==> config.mk <==
export PLATFORM = sky130hd
export DESIGN_NAME = seq_alu_flat
export DESIGN_NICKNAME = d
export VERILOG_FILES = /design/src/rtl/seq_alu_pkg.sv /design/src/rtl/seq_alu_if.sv /design/src/rtl/seq_alu_divider.sv /design/src/rtl/seq_alu.sv /design/src/flat_wrapper.sv
export SDC_FILE = /design/constraint.sdc
export NUM_CORES = 1
export LEC_CHECK = 0
export BUFFER_PORTS_ARGS = -buffer_cell sky130_fd_sc_hd__buf_2
export CORE_UTILIZATION = 61
export DETAILED_ROUTE_END_ITERATION = 8
export PLACE_DENSITY = 0.85
export SLEW_MARGIN = 20
export SYNTH_ARGS = -nofsm -noshare
export SYNTH_HDL_FRONTEND = slang
export SYNTH_SLANG_ARGS = --single-unit
==> constraint.sdc <==
create_clock -name clk -period 4.3 [get_ports clk]
set_input_delay 0 -clock clk [delete_from_list [all_inputs] [get_ports clk]]
set_output_delay 0 -clock clk [all_outputs]
set_load 0.01 [all_outputs]
==> src/rtl/seq_alu_pkg.sv <==
// Shared definitions for the multi-cycle ALU: opcodes, FSM encoding and err bit positions.
// Opcodes are plain ints so each user can size them to its own OPW.
package seq_alu_pkg;

    localparam int OP_ADD = 0;
    localparam int OP_SUB = 1;
    localparam int OP_MUL = 2;
    localparam int OP_DIV = 3;
    localparam int OP_MOD = 4;
    localparam int OP_XOR = 5;

    localparam int ERR_OVF  = 0;
    localparam int ERR_DIV0 = 1;

    typedef enum logic [1:0] {
        S_IDLE = 2'd0,
        S_ITER = 2'd1,
        S_FIN  = 2'd2
    } state_t;

endpackage

==> src/rtl/seq_alu_if.sv <==
// Request/response bundle between the operand register file (master) and seq_alu (slave).
// Handshake: start is sampled only while busy=0; an accepted start raises busy on the same edge,
// busy drops and done pulses for one cycle when result/err update, and a start in that done
// cycle is accepted (busy is already 0). A start seen while busy=1 is dropped, never queued.
interface seq_alu_if #(
    parameter int WIDTH = 16,
    parameter int OPW   = 4
);
    logic                 start;
    logic [OPW-1:0]       op;
    logic [WIDTH-1:0]     in_a;
    logic [WIDTH-1:0]     in_b;
    logic                 busy;
    logic                 done;
    logic [2*WIDTH-1:0]   result;
    logic [1:0]           err;

    modport master (
        output start, op, in_a, in_b,
        input  busy, done, result, err
    );

    modport slave (
        input  start, op, in_a, in_b,
        output busy, done, result, err
    );
endinterface

==> src/rtl/seq_alu_divider.sv <==
// Restoring shift-subtract divider datapath: one quotient bit per step, WIDTH steps per divide.
// After WIDTH steps quotient holds A/B and remainder holds A%B (unsigned, truncating).
module seq_alu_divider #(
    parameter int WIDTH = 16
) (
    input  logic             clk,
    input  logic             rst,
    input  logic             load,
    input  logic             step,
    input  logic [WIDTH-1:0] dividend,
    input  logic [WIDTH-1:0] divisor,
    output logic [WIDTH-1:0] quotient,
    output logic [WIDTH-1:0] remainder
);
    logic [WIDTH-1:0] quo_q;
    logic [WIDTH-1:0] rem_q;
    logic [WIDTH-1:0] div_q;
    logic [WIDTH:0]   shifted;
    logic             fits;
    logic [WIDTH-1:0] trial;

    // The trial difference only needs WIDTH bits: when it is kept it is below the divisor.
    always_comb begin
        shifted = {rem_q, quo_q[WIDTH-1]};
        fits    = (shifted >= {1'b0, div_q});
        trial   = shifted[WIDTH-1:0] - div_q;
    end

    always_ff @(posedge clk) begin
        if (rst) begin
            quo_q <= '0;
            rem_q <= '0;
            div_q <= '0;
        end else if (load) begin
            quo_q <= dividend;
            rem_q <= '0;
            div_q <= divisor;
        end else if (step) begin
            rem_q <= fits ? trial : shifted[WIDTH-1:0];
            quo_q <= {quo_q[WIDTH-2:0], fits};
        end
    end

    assign quotient  = quo_q;
    assign remainder = rem_q;
endmodule

==> src/rtl/seq_alu.sv <==
// Multi-cycle ALU: single-cycle ADD/SUB/XOR, WIDTH-step shift-add MUL and restoring DIV/MOD.
// Result and err are registered and held until the next done pulse.
module seq_alu
    import seq_alu_pkg::*;
#(
    parameter int WIDTH = 16,
    parameter int OPW   = 4
) (
    input  logic   clk,
    input  logic   rst,
    seq_alu_if.slave bus,
    output state_t fsm_state
);
    localparam int CW = $clog2(WIDTH + 1);

    state_t             state;
    logic [OPW-1:0]     op_q;
    logic [WIDTH-1:0]   a_q;
    logic [WIDTH-1:0]   b_q;
    logic [2*WIDTH-1:0] prod;
    logic [CW-1:0]      cnt;
    logic               busy_q;
    logic               done_q;
    logic [2*WIDTH-1:0] result_q;
    logic [1:0]         err_q;

    logic               iter_req;
    logic               is_sub;
    logic [WIDTH-1:0]   addend;
    logic [WIDTH:0]     sum_full;
    logic               carry_msb;
    logic [WIDTH:0]     upper_sum;
    logic [2*WIDTH-1:0] mul_next;
    logic               div_step;
    logic [WIDTH-1:0]   quotient;
    logic [WIDTH-1:0]   remainder;
    logic [2*WIDTH-1:0] res_n;
    logic [1:0]         err_n;

    // Only MUL and a real divide need the iteration phase; divide-by-zero finishes immediately.
    always_comb begin
        iter_req = (bus.op == OPW'(OP_MUL)) ||
                   (((bus.op == OPW'(OP_DIV)) || (bus.op == OPW'(OP_MOD))) && (bus.in_b != '0));
    end

    // Product register holds {partial sum, remaining multiplier bits}; shifts right each step.
    always_comb begin
        upper_sum = {1'b0, prod[2*WIDTH-1:WIDTH]} + {1'b0, (prod[0] ? a_q : {WIDTH{1'b0}})};
        mul_next  = {upper_sum, prod[WIDTH-1:1]};
        div_step  = (state == S_ITER) && ((op_q == OPW'(OP_DIV)) || (op_q == OPW'(OP_MOD)));
    end

    seq_alu_divider #(.WIDTH(WIDTH)) u_divider (
        .clk       (clk),
        .rst       (rst),
        .load      ((state == S_IDLE) && bus.start),
        .step      (div_step),
        .dividend  (bus.in_a),
        .divisor   (bus.in_b),
        .quotient  (quotient),
        .remainder (remainder)
    );

    // SUB is A + ~B + 1 so ADD and SUB share one adder and one overflow rule.
    always_comb begin
        is_sub    = (op_q == OPW'(OP_SUB));
        addend    = is_sub ? ~b_q : b_q;
        sum_full  = {1'b0, a_q} + {1'b0, addend} + {{WIDTH{1'b0}}, is_sub};
        carry_msb = a_q[WIDTH-1] ^ addend[WIDTH-1] ^ sum_full[WIDTH-1];
    end

    always_comb begin
        res_n = '0;
        err_n = '0;
        case (op_q)
            OPW'(OP_ADD), OPW'(OP_SUB): begin
                res_n          = {{WIDTH{sum_full[WIDTH]}}, sum_full[WIDTH-1:0]};
                err_n[ERR_OVF] = carry_msb ^ sum_full[WIDTH];
            end
            OPW'(OP_MUL): res_n = prod;
            OPW'(OP_DIV): begin
                if (b_q == '0) err_n[ERR_DIV0] = 1'b1;
                else           res_n = {{WIDTH{1'b0}}, quotient};
            end
            OPW'(OP_MOD): begin
                if (b_q == '0) err_n[ERR_DIV0] = 1'b1;
                else           res_n = {{WIDTH{1'b0}}, remainder};
            end
            OPW'(OP_XOR): res_n = {{WIDTH{1'b0}}, a_q ^ b_q};
            default: begin
                res_n = '0;
                err_n = '0;
            end
        endcase
    end

    always_ff @(posedge clk) begin
        if (rst) begin
            state    <= S_IDLE;
            op_q     <= '0;
            a_q      <= '0;
            b_q      <= '0;
            prod     <= '0;
            cnt      <= '0;
            busy_q   <= 1'b0;
            done_q   <= 1'b0;
            result_q <= '0;
            err_q    <= '0;
        end else begin
            done_q <= 1'b0;
            case (state)
                S_IDLE: begin
                    if (bus.start) begin
                        op_q   <= bus.op;
                        a_q    <= bus.in_a;
                        b_q    <= bus.in_b;
                        prod   <= {{WIDTH{1'b0}}, bus.in_b};
                        busy_q <= 1'b1;
                        if (iter_req) begin
                            state <= S_ITER;
                            cnt   <= CW'(WIDTH);
                        end else begin
                            state <= S_FIN;
                        end
                    end
                end
                S_ITER: begin
                    if (op_q == OPW'(OP_MUL)) prod <= mul_next;
                    cnt <= cnt - 1'b1;
                    if (cnt == CW'(1)) state <= S_FIN;
                end
                S_FIN: begin
                    result_q <= res_n;
                    err_q    <= err_n;
                    done_q   <= 1'b1;
                    busy_q   <= 1'b0;
                    state    <= S_IDLE;
                end
                default: state <= S_IDLE;
            endcase
        end
    end

    assign bus.busy   = busy_q;
    assign bus.done   = done_q;
    assign bus.result = result_q;
    assign bus.err    = err_q;
    assign fsm_state  = state;
endmodule

==> src/flat_wrapper.sv <==
// flat-port wrapper written by rule: the top's interface ports become plain ports
module seq_alu_flat import seq_alu_pkg::*;
#(
    parameter int WIDTH = 16,
    parameter int OPW   = 4
)
  (clk, rst, fsm_state, bus_start, bus_op, bus_in_a, bus_in_b, bus_busy, bus_done, bus_result, bus_err);
  seq_alu_if #(.WIDTH(WIDTH), .OPW(OPW)) bus_i ();
  input  logic clk;
  input  logic rst;
  output state_t fsm_state;
  input wire logic [$bits(bus_i.start)-1:0] bus_start;
  input wire logic [$bits(bus_i.op)-1:0] bus_op;
  input wire logic [$bits(bus_i.in_a)-1:0] bus_in_a;
  input wire logic [$bits(bus_i.in_b)-1:0] bus_in_b;
  output wire logic [$bits(bus_i.busy)-1:0] bus_busy;
  output wire logic [$bits(bus_i.done)-1:0] bus_done;
  output wire logic [$bits(bus_i.result)-1:0] bus_result;
  output wire logic [$bits(bus_i.err)-1:0] bus_err;
  assign bus_i.start = bus_start;
  assign bus_i.op = bus_op;
  assign bus_i.in_a = bus_in_a;
  assign bus_i.in_b = bus_in_b;
  assign bus_busy = bus_i.busy;
  assign bus_done = bus_i.done;
  assign bus_result = bus_i.result;
  assign bus_err = bus_i.err;
  seq_alu #(.WIDTH(WIDTH), .OPW(OPW)) u_core (.clk(clk), .rst(rst), .bus(bus_i), .fsm_state(fsm_state));
endmodule
Word-level counts from Yosys, hierarchy flattened

Cells that the tools add are included.

Add/sub/neg operators: 5
Multipliers: 0
Div/mod/pow operators: 0
Magnitude comparators: 1
Eq/ne operators: 15
Shift operators: 0
Mux-type cells: 24
Bitwise gates (word level): 5
Reduce and logical (&&, ||, !) cells: 21

Operators with widths:

| kind               | count |
|---|---|
| $pmux 32 s5        | 1 |
| $mux 16            | 7 |
| $mux 32            | 2 |
| $pmux 32 s2        | 1 |
| $add 16x16->17     | 2 |
| $add 17x1->17      | 1 |
| $ge 17x16->1       | 1 |
| $eq 4x2->1 const B | 4 |
| $logic_not 16->1   | 1 |
| $not 16->16        | 1 |
| $reduce_bool 16->1 | 1 |
| $sub 16x16->16     | 1 |
| $xor 16x16->16     | 1 |
| $eq 4x3->1 const B | 3 |
| $mux 5             | 2 |
| $pmux 5 s2         | 1 |
| $mux 2             | 3 |
| $ne 2x2->1 const B | 3 |
| $reduce_and 2->1   | 3 |
| $reduce_and 3->1   | 2 |
| $reduce_bool 2->1  | 3 |
| $reduce_or 2->1    | 3 |
| $eq 5x1->1 const B | 1 |
| $mux 1             | 5 |
| 12 further kinds   | 18 |

Register bits: 159
Bits in latches: 0
Bits in writable memories: 0
ROM bits: 0
Logic and storage cells: 84
Memories kept: 0

Longest topological paths before layout

Gate-level depths: netlist of run 1.

Depth after elaboration: 7
Depth in mapped cells: 14
Mapped depth without buffers: 13

Hierarchy

From an unflattened synthesis of run 1, not the netlist that was laid out.

Cells, all modules: 1186
Area total of the unflattened synthesis: 9599.2 µm²

By module, submodules not included:

| module          | instances | cells each | area each (µm²) | seq. area each (µm²) |
|---|---|---|---|---|
| seq_alu         | 1         | 841        | 6708.9          | 2222.1 |
| seq_alu_divider | 1         | 345        | 2890.3          | 960.9 |

Least setup slack after synthesis of run 1

No wires, ideal clock.

Kind: register -> register
Start point: register u_core.op_q[1]
End point: register u_core.result_q[25], in the netlist u_core.bus.result[25]
Data arrival time: 3.093 ns
Path slack: 1.075 ns
Stages on the path, launching flop included: 15
Cells stage by stage: dfxtp_1 buf_2 nor3_2 nand2_1 clkbuf_1 xnor2_1 ha_1 and2_1 nor2_1 nor2_1 a2111oi_0 a21oi_2 nand3_2 buf_2 a21oi_1

Word-level cells in the longest chain between the ends: 5
Elaborated cells on any way between the ends: 11
Classes of those cells: add/sub (2); eq/ne (5); mux (2); reduce/logical (2)

RTL lines:

| item                     | RTL line                     | RTL |
|---|---|---|
| start: declaration       | seq_alu.sv:17                | `logic [OPW-1:0] op_q;` |
| start signal: assignment | seq_alu.sv:114               | `op_q <= bus.op;` |
| $eq 4x1->1               | seq_alu.sv:66, seq_alu.sv:75 |  |
| $mux 16                  | seq_alu.sv:67                | `addend = is_sub ? ~b_q : b_q;` |
| $add 16x16->17           | seq_alu.sv:68                | `sum_full = {1'b0, a_q} + {1'b0, addend} + {{WIDTH{1'b0}}, is_sub};` |
| $add 17x1->17            | seq_alu.sv:68                |  |
| $pmux 32 s5 *            | seq_alu.sv:75                | `case (op_q)` |
| end signal: assignment   | seq_alu.sv:133               | `result_q <= res_n;` |
| end: declaration         | seq_alu.sv:24                | `logic [2*WIDTH-1:0] result_q;` |

Mark *: on every way between the ends. The rest lies on a longest branch, timed or not.
A chain may end at the register's enable or synchronous reset.

Worst setup path after layout of run 1

Start point: register u_core.prod[0]
End point: register u_core.prod[31]

Word-level cells in the longest chain between the ends: 4

RTL lines:

| item                     | RTL line       | RTL |
|---|---|---|
| start: declaration       | seq_alu.sv:20  | `logic [2*WIDTH-1:0] prod;` |
| start signal: assignment | seq_alu.sv:117 | `prod <= {{WIDTH{1'b0}}, bus.in_b};` |
| start signal: assignment | seq_alu.sv:128 | `if (op_q == OPW'(OP_MUL)) prod <= mul_next;` |
| $mux 16                  | seq_alu.sv:48  | `upper_sum = {1'b0, prod[2*WIDTH-1:WIDTH]} + {1'b0, (prod[0] ? a_q : {WIDTH{1'b0}})};` |
| $add 16x16->17           | seq_alu.sv:48  |  |
| $mux 32                  | seq_alu.sv:128 |  |
| $pmux 32 s2              | seq_alu.sv:111 | `case (state)` |

Every way passes these cells. The select of a mux whose other input is x is not followed.

==> flow_summary_export.csv, run 1 <==
group,metric,value,unit
setup_path,worstSetupStartpoint,"u_core.prod[0]",
global_route,grt_start_max_net_pins,64,
power_and_ir_drop,power.density_cell_area,378,nW/um2
die,row_count,43,
die,floorplan.initialDensity,0.627,
sta,grt_setup_unrepaired,"no",
detailed_routing,routed_wl,27.5,mm
layout,mostFrequentLayoutCell,"sky130_fd_sc_hd__nand2_1",
sta,timing.final.setup_violations,0,
setup_path,timing.reg2reg.worst_path_depth,12,
detailed_routing,drt_pre_antenna_iters,8,
layout,layout_common_cells,"188 x sky130_fd_sc_hd__nand2_1, 143 x sky130_fd_sc_hd__dfxtp_1, 116 x sky130_fd_sc_hd__a21oi_1, 75 x sky130_fd_sc_hd__buf_2, 74 x sky130_fd_sc_hd__nor2_1",
global_route,grt_first_pass_wirelength,43.2,mm
sta,fmax,288,MHz
clocking,tritoncts,"done",
logic_synthesis,synth.net_count,1203,
die,design.core.area,13900,um2
sta,post-route-worst-setup-slack,832,ps
sta,fin_tns_setup,0,ps
sta,worst_slew_margin_rel,0.323,
logic_synthesis,syn_avg_cell_area,7.88,um2
clocking,post_cts_resized,0,
logic_synthesis,netlist_instances,1109,
place,routabilityCongestion,0.964,
global_route,initial_antenna_violation_count,0,
sta,clock_skew,10.7,ps
run_status,run_status,"finished clean",
detailed_routing,detailedRoute.firstIterationViolations,1205,
setup_path,cp_data_arrival_time,3790,ps
setup_path,crit-reg2reg-launch,"u_core.prod[0]",
place,placement.setup.worst_slack,903,ps
sta,timing_worst_slew_pin_value,1010,ps
logic_synthesis,synth-main-ff-cell,"sky130_fd_sc_hd__dfxtp_1",
logic_synthesis,synth_seq_cells,143,
logic_synthesis,synth-edff-count,0,
clocking,htreeDepth,4,
die,design.die.area,14800,um2
layout,num-nets-final,1286,
setup_path,start_kind,"flop",
sta,hold_violations,0,
clocking,cts-root-to-sink-buffers,2,
clocking,reg_clk_slew_reported_paths,60,ps
power_and_ir_drop,fin_total_pwr,0.00387,W
setup_path,cp-endpoint,"u_core.prod[31]",
clocking,postCtsSetupBuffers,0,
setup_path,path_class,"reg2reg",
die,io_pins,77,
logic_synthesis,synth.cell_area,8740,um2
place,portBuffers,76,
sta,post-route-min-period,3470,ps
setup_path,critical-path-slowest-cell,"sky130_fd_sc_hd__dfxtp_1",
setup_path,largest_fanout_on_the_critical_path,18,
clocking,cts-hold-fix-buffers,37,
layout,post_route_cells_drive_above_1_share,0.128,
logic_synthesis,netlist-cell-type-count,74,
logic_synthesis,synth.yosys.seq_area_share,0.328,
detailed_routing,vias,8933,
setup_path,worst-r2r-setup-slack,830,ps
die,chipWidth,122,um
setup_path,slowest_delay,660,ps
detailed_routing,post_drt_wl_per_cell,19.9,um
clocking,worstSkewPairLatency,430,ps
setup_path,worstSetupEndpointType,"flop",
detailed_routing,drc_errors,0,
global_route,vias_in_the_first_global_route,8125,
logic_synthesis,synth_warnings,0,
setup_path,crit_required,4630,ps
clocking,tritoncts.num_buffers,17,
logic_synthesis,ys_async_sr_fraction,0,
sta,whs,75.1,ps
layout,diodes_inserted,0,
hold_path,hold_path.class,"in2reg",
detailed_routing,route.detailed.vias_per_inst,6.45,
power_and_ir_drop,maximum_vdd_drop,0.338,mV
clocking,clkSinkCount,143,
job,max-cap-violations,0,
die,die_y,122,um
setup_path,capturing_point_of_the_worst_reg2reg_path,"u_core.prod[31]",
setup_path,cp_cell_sequence,"and2_1, ha_1, inv_1, fa_1, nor2b_1, o21ai_0, a21oi_1, a21oi_1, a31o_2, o21ai_0, nand2_1, a221oi_1",
clocking,cts-root-buf,"sky130_fd_sc_hd__clkbuf_16",
power_and_ir_drop,power_leakage,4.26,nW
sta,drv_slew,0,
detailed_routing,ant_nets,0,
place,hpwlAfterDp,18.9,mm
global_route,groute.usage.overall,0.383,
global_route,grt-ovfl-total,0,
layout,syn_to_final_growth,17.2,%
sta,timing.final.crit_share,0.807,
layout,final_util,0.734,
-- worst max-delay path: cells and delay by family (launching register included) --
family                   cells  cell delay, ps
AO/OA/AOI/OAI                6            1550
flip-flops                   1             660
AND/OR/NAND/NOR              3             530
adder cells (fa/ha/maj)      2             570
buffers and inverters        1              70
-- cell usage after synthesis (5+ instances only) --
library cell	count	area, um2
sky130_fd_sc_hd__nor2b_1	10	62.6
sky130_fd_sc_hd__xor2_1	30	263
sky130_fd_sc_hd__nand2_1	189	709
sky130_fd_sc_hd__ha_1	52	651
sky130_fd_sc_hd__o21ai_1	6	30.0
sky130_fd_sc_hd__and3_1	8	50.1
sky130_fd_sc_hd__nor4_1	10	62.6
sky130_fd_sc_hd__clkbuf_1	51	191
sky130_fd_sc_hd__a22oi_1	51	383
sky130_fd_sc_hd__nor3_1	18	90.1
sky130_fd_sc_hd__o221ai_1	6	52.6
sky130_fd_sc_hd__a21oi_2	5	43.8
sky130_fd_sc_hd__dfxtp_1	143	2860
sky130_fd_sc_hd__or3_1	10	62.6
sky130_fd_sc_hd__mux2i_1	6	60.1
sky130_fd_sc_hd__a222oi_1	6	60.1
sky130_fd_sc_hd__inv_1	35	131
sky130_fd_sc_hd__xnor2_1	34	298
sky130_fd_sc_hd__nand3_1	21	105
sky130_fd_sc_hd__and2_1	18	113
sky130_fd_sc_hd__a31oi_1	25	156
sky130_fd_sc_hd__a311oi_1	21	184
sky130_fd_sc_hd__nor2_1	75	282
sky130_fd_sc_hd__nand2b_1	10	62.6
sky130_fd_sc_hd__a221oi_1	5	43.8
sky130_fd_sc_hd__a21o_1	12	90.1
sky130_fd_sc_hd__buf_2	11	55.1
sky130_fd_sc_hd__a21oi_1	116	581
sky130_fd_sc_hd__o21ai_0	47	235
-- cells by family after synthesis --
group / Yosys count / synth area share
xor+xnor: 64 / 0.0642
fa+ha+maj: 55 / 0.0814
buf+inv: 103 / 0.0480
simple gates: 398 / 0.211
mux: 6 / 0.00688
flops: 143 / 0.328
compound gates: 340 / 0.261
-- state kept, by name, summed over array words and instances, names as in the netlist --
register	flops
u_core.op_q	4
u_core.bus.done	1
u_core.prod	32
u_core.u_divider.div_q	16
u_core.a_q	16
u_core.u_divider.quotient	16
u_core.cnt	5
u_core.bus.result	32
u_core.bus.err	2
u_core.bus.busy	1
u_core.u_divider.remainder	16
u_core.fsm_state	2
-- metal layers --
metal  up-vias  GRT usage  wire (um)
li1       4171          -          -
met1      4129      0.503      11100
met5         -          0          0
met4         0      0.191       1260
met2       524      0.588      12200
met3       109     0.0899       2910
-- layout make-up --
cell class | instances | area, um2
inverters | 35 | 131
clock inverters | 12 | 179
clock buffers | 20 | 467
fillers | 1052 | 3700
repair buffers | 132 | 896
flip-flops and latches | 143 | 2860
multi-input cells | 863 | 5470
well taps | 180 | 225
-- power breakdown --
| part | switching (W) | internal, W | leakage (nW) | total (W) |
|---|---|---|---|---|
| sequential | 0.000107 | 0.00139 | 1.17 | 0.00150 |
| combinational | 0.000449 | 0.000300 | 2.77 | 0.000749 |
| clock | 0.000601 | 0.00102 | 0.321 | 0.00162 |
-- worst min path at each step --
| stage | startpoint | end | cells after the start | slack [ps] |
|---|---|---|---|---|
| 2_1_floorplan | bus_in_a[11] | u_core.a_q[11] | 2 | 140 |
| 3_3_place_gp | bus_in_b[13] | u_core.u_divider.div_q[13] | 3 | 270 |
| 3_5_place_dp | bus_in_b[12] | u_core.u_divider.div_q[12] | 3 | 270 |
| 4_1_cts | rst | u_core.prod[24] | 2 | 70 |
| 5_1_grt | rst | u_core.prod[24] | 2 | 120 |
| 6_report | rst | u_core.bus.err[1] | 2 | 80 |
-- through the flow --
stage,cells,cell area (um2)
final,1385,10200
after global routing,1385,10200
after CTS,1385,10200
after detailed placement,1316,9210
after global placement,1316,9210
after floorplan,1109,8740
Note: power is estimated with default switching activity, not from simulation.
==> run 2, diff against run 1 <==
Settings changed: ABC_AREA set to 1, CORE_UTILIZATION 61 to 55, PLACE_DENSITY 0.85 to 0.81.
Clock period 4.3 ns to 2.95 ns, I/O delays scaled along.
==> flow_summary_export.csv, run 2 <==
group,metric,value,unit
detailed_routing,detailedRoute.firstIterationViolations,986,
setup_path,crit-reg2reg-launch,"u_core.op_q[3]",
logic_synthesis,netlist-cell-type-count,40,
detailed_routing,drc_errors,0,
die,io_pins,77,
clocking,tritoncts.num_buffers,17,
detailed_routing,routed_wl,27.9,mm
global_route,initial_antenna_violation_count,0,
die,floorplan.initialDensity,0.564,
die,design.core.area,15900,um2
die,row_count,46,
hold_path,hold_path.class,"in2reg",
setup_path,worstSetupEndpointType,"flop",
logic_synthesis,synth_warnings,0,
power_and_ir_drop,portion_of_total_power_attributed_to_the_clock_network,0.402,
die,die_y,130,um
setup_path,path_class,"reg2reg",
sta,worst_slew_margin_rel,0.354,
job,max-cap-violations,0,
clocking,clkSinkCount,143,
logic_synthesis,netlist_instances,1358,
place,placed_cell_area,9610,um2
setup_path,largest_fanout_on_the_critical_path,8,
global_route,groute.usage.overall,0.336,
sta,grt_setup_unrepaired,"yes",
sta,timing.final.crit_share,1.00,
layout,syn_to_final_growth,21.7,%
place,routabilityCongestion,0.971,
place,hpwlAfterDp,19.8,mm
hold_path,hold_path.startpoint,"bus_in_a[13]",
logic_synthesis,ys_async_sr_fraction,0,
logic_synthesis,synth.cell_area,8960,um2
global_route,grt_first_pass_wirelength,43.7,mm
power_and_ir_drop,power.sequential.fraction,0.372,
clocking,cts-root-to-sink-buffers,2,
clocking,reg_clk_slew_reported_paths,60,ps
sta,fmax,338,MHz
setup_path,capturing_point_of_the_worst_reg2reg_path,"u_core.bus.result[21]",
clocking,cts-root-buf,"sky130_fd_sc_hd__clkbuf_16",
power_and_ir_drop,internal_power,0.00400,W
global_route,grt_start_max_net_pins,82,
layout,diodes_inserted,0,
logic_synthesis,synth_area_leaders,"sky130_fd_sc_hd__dfxtp_1 32%, sky130_fd_sc_hd__nand2_1 16%, sky130_fd_sc_hd__a21oi_1 8.5%",
logic_synthesis,netlist.area_leader.share,0.319,
sta,hold_violations,0,
layout,post_route_cells_drive_above_1_share,0.144,
layout,layout_common_cells,"370 x sky130_fd_sc_hd__nand2_1, 148 x sky130_fd_sc_hd__inv_1, 146 x sky130_fd_sc_hd__a21oi_1, 142 x sky130_fd_sc_hd__dfxtp_1, 82 x sky130_fd_sc_hd__o21ai_0",
place,portBuffers,76,
clocking,htreeDepth,4,
logic_synthesis,post_synth_most_frequent_cells,"394 x sky130_fd_sc_hd__nand2_1, 153 x sky130_fd_sc_hd__a21oi_1, 150 x sky130_fd_sc_hd__inv_1, 143 x sky130_fd_sc_hd__dfxtp_1, 84 x sky130_fd_sc_hd__o21ai_0",
setup_path,start_kind,"flop",
logic_synthesis,synthDominantAreaCellType,"sky130_fd_sc_hd__dfxtp_1",
die,design.die.area,16800,um2
run_status,run_status,"complete, but fails checks",
sta,drv_slew,0,
layout,num-nets-final,1570,
power_and_ir_drop,maximum_vdd_drop,0.450,mV
power_and_ir_drop,power_leakage,5.08,nW
logic_synthesis,synth-edff-count,0,
clocking,tritoncts,"done",
setup_path,crit_required,3230,ps
sta,timing.final.setup_violations,4,
hold_path,min_delay_path_depth,4,
setup_path,timing.reg2reg.worst_path_depth,20,
run_status,violations_in_the_final_reports,"negative setup slack",
sta,clock_skew,5.83,ps
detailed_routing,vias,9873,
detailed_routing,ant_nets,0,
setup_path,worst-r2r-setup-slack,-4,ps
sta,timing_worst_slew_pin_value,961,ps
place,placement.setup.worst_slack,-33.3,ps
power_and_ir_drop,fin_total_pwr,0.00578,W
logic_synthesis,synth.most_common_cell,"sky130_fd_sc_hd__nand2_1",
layout,finalInstanceArea,10900,um2
global_route,grt-ovfl-total,0,
die,chipWidth,130,um
sta,fin_tns_setup,-10.8,ps
setup_path,cp_data_arrival_time,3230,ps
layout,fillers,1342,
logic_synthesis,synth.net_count,1452,
layout,mostFrequentLayoutCell,"sky130_fd_sc_hd__nand2_1",
power_and_ir_drop,power.density_cell_area,529,nW/um2
logic_synthesis,syn_avg_cell_area,6.60,um2
logic_synthesis,synth_seq_cells,143,
power_and_ir_drop,power.net_switching,0.00178,W
setup_path,worstSetupStartpoint,"u_core.op_q[3]",
detailed_routing,post_drt_wl_per_cell,16.4,um
sta,post-route-min-period,2950,ps
detailed_routing,drt_pre_antenna_iters,7,
clocking,worstSkewPairLatency,430,ps
hold_path,worstHoldEndpoint,"u_core.a_q[13]",
power_and_ir_drop,switching_share,0.308,
power_and_ir_drop,pwr-share-comb,0.226,
detailed_routing,route.detailed.vias_per_inst,5.79,
layout,final_util,0.687,
logic_synthesis,synth.yosys.seq_area_share,0.319,
logic_synthesis,synth-main-ff-cell,"sky130_fd_sc_hd__dfxtp_1",
sta,post-route-worst-setup-slack,-4.24,ps
global_route,vias_in_the_first_global_route,8768,
==> run 2: cell count changes in the layout (fill, tap and decap cells not counted), moves of 29 or more <==
| cell | change |
|---|---|
| sky130_fd_sc_hd__nand3_1 | +34 |
| sky130_fd_sc_hd__o21ai_0 | +35 |
| sky130_fd_sc_hd__nand2_1 | +182 |
| sky130_fd_sc_hd__a21oi_1 | +30 |
| sky130_fd_sc_hd__inv_1 | +113 |
| sky130_fd_sc_hd__xnor2_1 | -30 |
| sky130_fd_sc_hd__a22oi_1 | -47 |
| sky130_fd_sc_hd__o22ai_1 | +29 |
==> run 2: how the worst max path moves through the flow <==
stage / slack, ps / depth (start not counted) / end
3_3_place_gp: 90 / 20 / u_core.bus.result[17]
5_1_grt: -170 / 20 / u_core.bus.result[27]
6_report: -4 / 20 / u_core.bus.result[21]
4_1_cts: 10 / 20 / u_core.bus.result[16]
3_5_place_dp: -30 / 18 / u_core.bus.result[29]
2_1_floorplan: 30 / 21 / u_core.bus.result[23]
==> run 2: metal layers <==
metal	routed length [um]	global-route usage
met1	12000	0.448
met2	12700	0.533
met3	2150	0.0479
met4	1090	0.166
met5	0	0
==> run 2: timing repair <==
| action | in CTS | in global routing |
|---|---|---|
| hold buffers | 38 | 0 |
| gates cloned | 0 | 1 |
| pin swaps | 1 | 18 |
| buffers inserted | 3 | 10 |
| setup endpoints to repair | 16 | 27 |
| resized for setup | 1 | 53 |
| hold endpoints to repair | 71 | 0 |
==> run 2: cells by family after synthesis <==
| group | synth area share |
|---|---|
| simple gates | 0.253 |
| compound gates | 0.222 |
| buf+inv | 0.0943 |
| flops | 0.319 |
| fa+ha+maj | 0.0793 |
| xor+xnor | 0.0322 |
==> run 2: through the flow <==
stage	hold slack [ps]	instances
3_3_place_gp	290	1621
6_report	404	1704
5_1_grt	424	1704
4_1_cts	384	1693
3_5_place_dp	296	1621
2_1_floorplan	161	1358
==> run 2: cell type report <==
| cell class | instances | area (um2) | area share |
|---|---|---|---|
| timing repair buffer | 154 | 1110 | 0.102 |
| sequential | 143 | 2860 | 0.262 |
| tap | 216 | 270 | 0.0248 |
| clock buffer | 21 | 470 | 0.0431 |
| inverter | 160 | 601 | 0.0550 |
| clock inverter | 10 | 160 | 0.0147 |
| multi-input combinational | 1000 | 5440 | 0.498 |
==> run 2: critical path: stages, from the launching register on <==
cell	delay (ps)
sky130_fd_sc_hd__dfxtp_2	330
sky130_fd_sc_hd__nor2_4	110
sky130_fd_sc_hd__inv_2	70
sky130_fd_sc_hd__nor2_4	110
sky130_fd_sc_hd__inv_2	50
sky130_fd_sc_hd__nor2_4	230
sky130_fd_sc_hd__buf_12	170
sky130_fd_sc_hd__xor2_1	160
sky130_fd_sc_hd__ha_1	300
sky130_fd_sc_hd__a21o_1	240
sky130_fd_sc_hd__nor2_1	100
sky130_fd_sc_hd__nand2_1	100
sky130_fd_sc_hd__nand3_2	80
sky130_fd_sc_hd__nand2_2	60
sky130_fd_sc_hd__a21oi_2	180
sky130_fd_sc_hd__inv_2	70
sky130_fd_sc_hd__nand2_4	100
sky130_fd_sc_hd__clkbuf_16	160
sky130_fd_sc_hd__nand2_2	40
sky130_fd_sc_hd__nand2_1	50
sky130_fd_sc_hd__a21oi_1	70
==> run 2: power groups by stage <==
stage                     combinational, W  sequential (W)  clock, W
final                              0.00130         0.00215   0.00232
after global routing               0.00144         0.00216   0.00239
after CTS                          0.00120         0.00214   0.00233
after detailed placement           0.00114         0.00218         0
after global placement             0.00113         0.00218         0
after floorplan                   0.000811         0.00216         0
==> run 3, diff against run 2 <==
==> constraint.sdc (replaced) <==
create_clock -name clk -period 2.95 [get_ports clk]
set_input_delay 0.295 -clock clk [delete_from_list [all_inputs] [get_ports clk]]
set_output_delay 0.295 -clock clk [all_outputs]
set_load 0.01 [all_outputs]
==> flow_summary_export.csv, run 3 (synthesis gave the netlist of run 2 again) <==
group,metric,value,unit
layout,num-nets-final,1531,
run_status,run_status,"complete, but fails checks",
detailed_routing,ant_nets,0,
sta,timing.final.setup_violations,2,
clocking,reg_clk_slew_reported_paths,70,ps
global_route,groute.usage.overall,0.332,
sta,timing_worst_slew_pin_value,911,ps
hold_path,hold_path.class,"in2reg",
global_route,initial_antenna_violation_count,0,
clocking,cts-root-buf,"sky130_fd_sc_hd__clkbuf_16",
detailed_routing,drt_pre_antenna_iters,6,
layout,layout_common_cells,"383 x sky130_fd_sc_hd__nand2_1, 148 x sky130_fd_sc_hd__inv_1, 144 x sky130_fd_sc_hd__a21oi_1, 142 x sky130_fd_sc_hd__dfxtp_1, 82 x sky130_fd_sc_hd__o21ai_0",
layout,post_route_cells_drive_above_1_share,0.141,
sta,timing.final.crit_share,1.00,
setup_path,largest_fanout_on_the_critical_path,8,
clocking,tritoncts.num_buffers,17,
job,max-cap-violations,0,
die,row_count,46,
sta,fmax,339,MHz
die,io_pins,77,
setup_path,start_kind,"flop",
layout,mostFrequentLayoutCell,"sky130_fd_sc_hd__nand2_1",
power_and_ir_drop,power_leakage,4.90,nW
clocking,cts-root-to-sink-buffers,2,
detailed_routing,post_drt_wl_per_cell,16.6,um
global_route,grt-ovfl-total,0,
die,die_y,130,um
detailed_routing,route.detailed.vias_per_inst,5.77,
global_route,grt_start_max_net_pins,82,
detailed_routing,vias,9608,
place,hpwlAfterDp,19.8,mm
sta,post-route-worst-setup-slack,-3.72,ps
setup_path,worstSetupEndpointType,"flop",
clocking,clkSinkCount,143,
clocking,worstSkewPairLatency,440,ps
detailed_routing,routed_wl,27.6,mm
sta,clock_skew,10.9,ps
setup_path,cp_cell_sequence,"nor2_4, inv_2, nor2_4, inv_2, nor2_4, buf_12, xor2_1, ha_1, a21o_1, nor2_1, nand2_1, nand3_2, nand2_2, a21oi_2, inv_2, nand2_4, buf_12, nand2_2, nand2_2, a21oi_2",
global_route,vias_in_the_first_global_route,8552,
layout,fillers,1457,
die,chipWidth,130,um
die,design.core.area,15900,um2
sta,drv_slew,0,
place,routabilityCongestion,0.971,
setup_path,path_class,"reg2reg",
sta,whs,135,ps
run_status,violations_in_the_final_reports,"negative setup slack",
sta,hold_violations,0,
setup_path,cp_data_arrival_time,3230,ps
power_and_ir_drop,maximum_vdd_drop,0.429,mV
place,portBuffers,76,
sta,post-route-min-period,2950,ps
sta,grt_setup_unrepaired,"yes",
die,floorplan.initialDensity,0.564,
power_and_ir_drop,power.density_cell_area,529,nW/um2
detailed_routing,detailedRoute.firstIterationViolations,946,
global_route,grt_first_pass_wirelength,43.2,mm
detailed_routing,drc_errors,0,
layout,diodes_inserted,0,
setup_path,crit_required,3230,ps
clocking,htreeDepth,4,
layout,syn_to_final_growth,16.7,%
setup_path,critical-path-slowest-cell,"sky130_fd_sc_hd__dfxtp_2",
layout,final_util,0.659,
sta,worst_slew_margin_rel,0.392,
die,design.die.area,16800,um2
clocking,tritoncts,"done",
setup_path,slowest_delay,340,ps
sta,fin_tns_setup,-3.85,ps
-- run 3: timing repair --
| action | in CTS | in global routing |
|---|---|---|
| buffers inserted | 1 | 10 |
| hold buffers | 0 | 0 |
| resized for setup | 2 | 40 |
| pin swaps | 1 | 14 |
| endpoints found under the setup margin | 16 | 26 |
| cloned | 0 | 1 |
-- run 3: stage by stage --
step	worst slack [ps]	power [W]	cells	area, um2
finish	-3.72	0.00554	1665	10500
global route	-132	0.00577	1665	10500
CTS	18.9	0.00544	1654	10200
detailed placement	-29.2	0.00333	1622	9630
global placement	90.8	0.00331	1622	9630
floorplan	25.4	0.00297	1358	8980
-- run 3: metal layers --
layer	share of wire	vias up	track usage
li1	-	4671	-
met1	0.44	4417	0.439
met2	0.45	442	0.522
met3	0.073	78	0.0681
met4	0.039	0	0.148
met5	0	-	0
-- run 3: worst max-delay path, delay by kind of cell (launching register included) --
family / cells / cell delay (ps)
compound gates: 3 / 470
flops: 1 / 340
simple gates: 10 / 1030
xor+xnor: 1 / 150
buf+inv: 5 / 510
fa+ha+maj: 1 / 300
-- run 3: cell type report --
type	count	area [um2]	area share
sequential	143	2860	0.274
multi-input combinational	1000	5410	0.517
clock inverter	11	116	0.0111
tap	216	270	0.0258
inverter	160	601	0.0574
clock buffer	20	457	0.0436
timing repair buffer	115	744	0.0711
-- run 3: path summary, 6_finish.rpt --
| path | cells past startpoint | endpoint | slack, ps | from |
|---|---|---|---|---|
| hold reg to reg | 2 | u_core.bus.result[30] | 460 | u_core.bus.result[30] |
| hold / removal | 3 | u_core.a_q[13] | 130 | bus_in_a[13] |
| setup reg to reg | 20 | u_core.bus.result[16] | -4 | u_core.op_q[3] |
| setup / recovery | 20 | u_core.bus.result[16] | -4 | u_core.op_q[3] |
-- run 3: report_power, final --
part           internal [W]  switching (W)
Combinational      0.000443       0.000810
Clock               0.00128       0.000856
Sequential          0.00204       0.000107
